$ cat src/rtl/led_status_ctrl.sv
// led_status_ctrl: turns UART error strobes and the busy level into timed
// RGB status indications (reset / wait blink / error hold) for LED_RGB.
module led_status_ctrl #(
  parameter int HOLD_CYCLES  = 50_000_000,
  parameter int BLINK_CYCLES = 12_500_000,
  parameter bit STICKY       = 1'b0
) (
  input  logic       clk,
  input  logic       reset,
  input  logic       err_pulse,
  input  logic       busy,
  input  logic       ack,
  output logic       led_error,
  output logic       led_wait,
  output logic       led_reset,
  output logic [1:0] state
);

  localparam int HW = $clog2(HOLD_CYCLES + 1);
  localparam int BW = $clog2(BLINK_CYCLES + 1);
  localparam logic [HW-1:0] HOLD_MAX  = HW'(HOLD_CYCLES - 1);
  localparam logic [BW-1:0] BLINK_MAX = BW'(BLINK_CYCLES - 1);

  typedef enum logic [1:0] {BOOT = 2'd0, IDLE = 2'd1, BUSY = 2'd2, ERROR = 2'd3} st_t;

  st_t           state_q, state_d;
  logic [HW-1:0] hold_q, hold_d;
  logic [BW-1:0] blink_q, blink_d;
  logic          ack_seen_q, ack_seen_d;
  logic          led_error_d, led_wait_d, led_reset_d;

  logic hold_done, blink_done, entry, restart;

  assign hold_done  = (hold_q == HOLD_MAX);
  assign blink_done = (blink_q == BLINK_MAX);
  // Any state change is an entry; a fresh error while already in ERROR
  // restarts the hold without changing state.
  assign entry      = (state_d != state_q);
  assign restart    = err_pulse && (state_q == ERROR);

  // State, counters and registered LED outputs.
  always_ff @(posedge clk) begin
    if (reset) begin
      state_q    <= BOOT;
      hold_q     <= '0;
      blink_q    <= '0;
      ack_seen_q <= 1'b0;
      led_reset  <= 1'b1;
      led_error  <= 1'b0;
      led_wait   <= 1'b0;
    end else begin
      state_q    <= state_d;
      hold_q     <= hold_d;
      blink_q    <= blink_d;
      ack_seen_q <= ack_seen_d;
      led_reset  <= led_reset_d;
      led_error  <= led_error_d;
      led_wait   <= led_wait_d;
    end
  end

  // Next state; err_pulse outranks hold expiry, which outranks busy.
  always_comb begin
    state_d = state_q;
    case (state_q)
      BOOT:  if (err_pulse) state_d = ERROR;
             else if (hold_done) state_d = IDLE;
      IDLE:  if (err_pulse) state_d = ERROR;
             else if (busy) state_d = BUSY;
      BUSY:  if (err_pulse) state_d = ERROR;
             else if (!busy) state_d = IDLE;
      ERROR: if (!err_pulse && hold_done && (!STICKY || ack_seen_q))
               state_d = busy ? BUSY : IDLE;
      default: state_d = BOOT;
    endcase
  end

  // Counters and ack latch; hold saturates so a sticky error waits for ack.
  always_comb begin
    hold_d     = '0;
    blink_d    = '0;
    ack_seen_d = 1'b0;
    if (!entry && !restart) begin
      if (state_q == BOOT || state_q == ERROR)
        hold_d = hold_done ? hold_q : hold_q + HW'(1);
      if (state_q == BUSY)
        blink_d = blink_done ? '0 : blink_q + BW'(1);
      if (state_q == ERROR)
        ack_seen_d = ack_seen_q | ack;
    end
  end

  // Next LED values derived from the next state, so at most one is high.
  always_comb begin
    led_reset_d = (state_d == BOOT);
    led_error_d = (state_d == ERROR);
    led_wait_d  = 1'b0;
    if (state_d == BUSY)
      led_wait_d = entry ? 1'b1 : (blink_done ? ~led_wait : led_wait);
  end

  assign state = state_q;

endmodule
$ cat config.mk
export PLATFORM = sky130hd
export DESIGN_NAME = led_status_ctrl
export DESIGN_NICKNAME = d
export VERILOG_FILES = /design/src/rtl/led_status_ctrl.sv
export SDC_FILE = /design/constraint.sdc
export NUM_CORES = 1
export LEC_CHECK = 0
export CORE_MARGIN = 2
export CORE_UTILIZATION = 45
export DETAILED_ROUTE_END_ITERATION = 6
export SLEW_MARGIN = 20
export SYNTH_ARGS = -nofsm -noshare
export SYNTH_HDL_FRONTEND = slang
export SYNTH_SLANG_ARGS = --single-unit
$ cat constraint.sdc
create_clock -name clk -period 2.6 [get_ports clk]
set_input_delay 0.26 -clock clk [delete_from_list [all_inputs] [get_ports clk]]
set_output_delay 0.26 -clock clk [all_outputs]
set_load 0.05 [all_outputs]
==> results.md <==
- DP Area: 3049 sq um
- RD Place Congestion: 0.8094
- Met1 Use GR: 25.42%
- Vias: 2,343
- Worst setup SP type: flop
- Antenna violations before repair: 0
- Die width: 83.13 microns
- Met3 Track Usage GR: 3.877%
- Busiest grt layer: met2
- Static leakage: 0.9992 nW
- Final instance area: 3163 sq um
- First drt pass iteration count: 4
- Primary FF master, synth: dfxtp_1
- I/O pin count: 10
- Most instantiated library cell after synthesis: dfxtp_1
- Final Hold Slack: 495.2 ps
- Die area: 6911 sq um
- Longest Clk Path Bufs: 2
- Max H-tree Level: 2
- Post-Route WL: 5774 microns
- Slew Limit Fails: 0
- Vias in the first global route: 2,159
- Critical path peak fanout: 16
- Grt total ovfl: 0
- Pre-CTS WS: 104.5 ps
- Residual DRC count: 0
- Cells after Synth: 327
- Synth Register Bits: 55
- CTS tree: done
- Area contributors post-synth: dfxtp_1, xor2_1, nor3_1
- Power Dens Cells: 729.3 nW/um^2
- Syn-to-layout area delta: 12.26%
- CP Capture Type: flop
- Clock Sinks: 55
- WS Path Type: reg -> reg
- Avg Inst Size Synth: 8.617 sq um
- Fmax: 410.3 MHz
- Syn. warnings: 0
- Worst-Margin Slew: 627.7 ps
- Via density: 5.526
- Synth async-reset ratio: 0%
- Initial core utilization: 47.03%
- Area of the multi-input gates: 1612 sq um
- Worst Reg-to-Reg Cells: 9
- Final non-filler cell total: 424
- Worst setup margin: 162.6 ps
- Setup Viol. Count Final: 0
- Fin nets: 359
- Status: finished, final reports clean
- First-pass GRT wire length: 10,120 microns
- WL/cell: 13.62 microns
- Worst hold path class: reg -> reg
- Worst EP required: 2840 ps
- Worst-path clk slew: 100 ps
- Pin count of the biggest net entering global routing: 25
- Arr. time, crit path: 2670 ps
- Min cycle time layout: 2437 ps
- Max Cap Viol: 0
- Dpl cells: 414
- Number of synthesized flops with an enable pin: 0
- Site row count: 28
- Synth area leader: dfxtp_1
- CTS Buf Count: 5
- Worst-Skew Late Latency: 310 ps
- Met2 Use GR: 25.81%
- Root Driver: clkbuf_8
- CTS Hold Bufs: 0
- GRT Resource Usage Total: 17.44%
- Detail Route Antenna Nets: 0
- Post-Syn Area: 2818 sq um
- Initial DRC Count: 159
- Die Y-Extent: 83.13 microns
- Share of the synthesized area in the top cell type: 39.08%
- Rel. slew slack: 58.00%
- DP HPWL: 4054 microns
- Cell variety after synth: 46
- Peak supply drop: 0.5277 mV
- Synth Net Count: 338
- Hold Fails Final Rpt: 0
- N_diodes: 0
- Clock skew: 7.349 ps
- Util after Layout: 52.80%
- Sequential fraction of the synthesis area: 39.08%
- Synth top cells by count: dfxtp_1, nor2_1, nor3_1, xor2_1
- Register Area: 1109 sq um
- IO buf count: 8
- Tcrit/Tclk final: 93.75%
- Hold Path Depth: 1
- Layout cells sized above 1: 10.60%
- Core ar.: 5991 sq um
- Filler instances: 561
state kept, by name (all words and copies together) (netlist names):
signal and cells:
led_reset 1, led_wait 1, blink_q 24, state 2, hold_q 26, led_error 1
critical path, cell delays in order, from the launching register on:
cell and delay, ps:
dfxtp_4 400, inv_1 100, ha_1 230, nor2b_1 130
o21a_1 170, a2111oi_2 310, a21bo_2 270, a2111o_1 440
buf_6 180, nor2_1 130
report_power, final:
| part | switching, mW | total (mW) | internal [mW] |
|---|---|---|---|
| logic | 0.557 | 0.895 | 0.338 |
| registers | 0.0436 | 0.941 | 0.897 |
| clock network | 0.283 | 0.471 | 0.188 |
| total | 0.884 | 2.31 | 1.42 |
layout by cell type, fill, tap and decap left out, types with 2 or more instances in the layout:
master and instances:
or3_1 3, nand2_1 24, nor2b_1 4, buf_4 18, a21oi_1 3, dfxtp_1 53
nand4_1 13, nor3b_1 2, o31ai_1 2, dfxtp_4 2, nor4b_1 2, and4_1 3
nor4_4 2, nand3_2 2, clkinvlp_4 2, nor2_1 39, a21o_1 3, nand4b_1 2
clkdlybuf4s50_1 8, nand3_1 24, and3_1 6, o21a_1 2, a211oi_1 3, o21ai_0 5
ha_1 6, clkbuf_8 5, nor3_1 33, xor2_1 28, inv_1 9, xnor2_1 18
nor4_1 6
path summary, 6_finish.rpt:
| path | startpoint | slack [ps] | end |
|---|---|---|---|
| setup reg to reg | state[0]$_SDFF_PP0_ | 160 | hold_q[18]$_SDFFE_PP0P_ |
| hold reg to reg | blink_q[0]$_SDFF_PP0_ | 500 | blink_q[0]$_SDFF_PP0_ |
| hold / removal | blink_q[0]$_SDFF_PP0_ | 500 | blink_q[0]$_SDFF_PP0_ |
| setup / recovery | state[0]$_SDFF_PP0_ | 160 | hold_q[18]$_SDFFE_PP0P_ |
kinds of logic after synthesis:
family | Yosys count | synth area share (%)
XOR/XNOR | 46 | 14.30
adder cells (fa/ha/maj) | 7 | 3.019
multiplexers | 1 | 0.3553
flip-flops | 55 | 39.08
AND/OR/NAND/NOR | 170 | 32.19
AO/OA/AOI/OAI | 26 | 7.104
buffers and inverters | 22 | 3.951
layout make-up:
| cell class | count | area share (%) |
|---|---|---|
| Sequential cell | 55 | 35.05 |
| Clock inverter | 3 | 0.6329 |
| Clock buffer | 5 | 2.176 |
| Tap cell | 75 | 2.967 |
| Timing Repair Buffer | 27 | 7.160 |
| Inverter | 9 | 1.068 |
| Multi-Input combinational cell | 250 | 50.95 |
timing repair:
action / CTS / global route
setup buffers: 0 / 2
resized for setup: 0 / 3
endpoints found under the setup margin: 0 / 21
through the flow:
stage	power (mW)	setup TNS [ps]
final	2.307	0
after global routing	2.466	-2.212
after CTS	2.295	0
after global placement	1.821	0
after floorplan	1.607	0
after detailed placement	1.822	0
per-layer routing:
metal  share of wire, %  vias up
li1                   -     1200
met4                1.0        0
met1                 52     1107
met2                 43       32
met3                3.8        4
met5                  0        -
No activity file was read; power rests on OpenSTA's default activity.
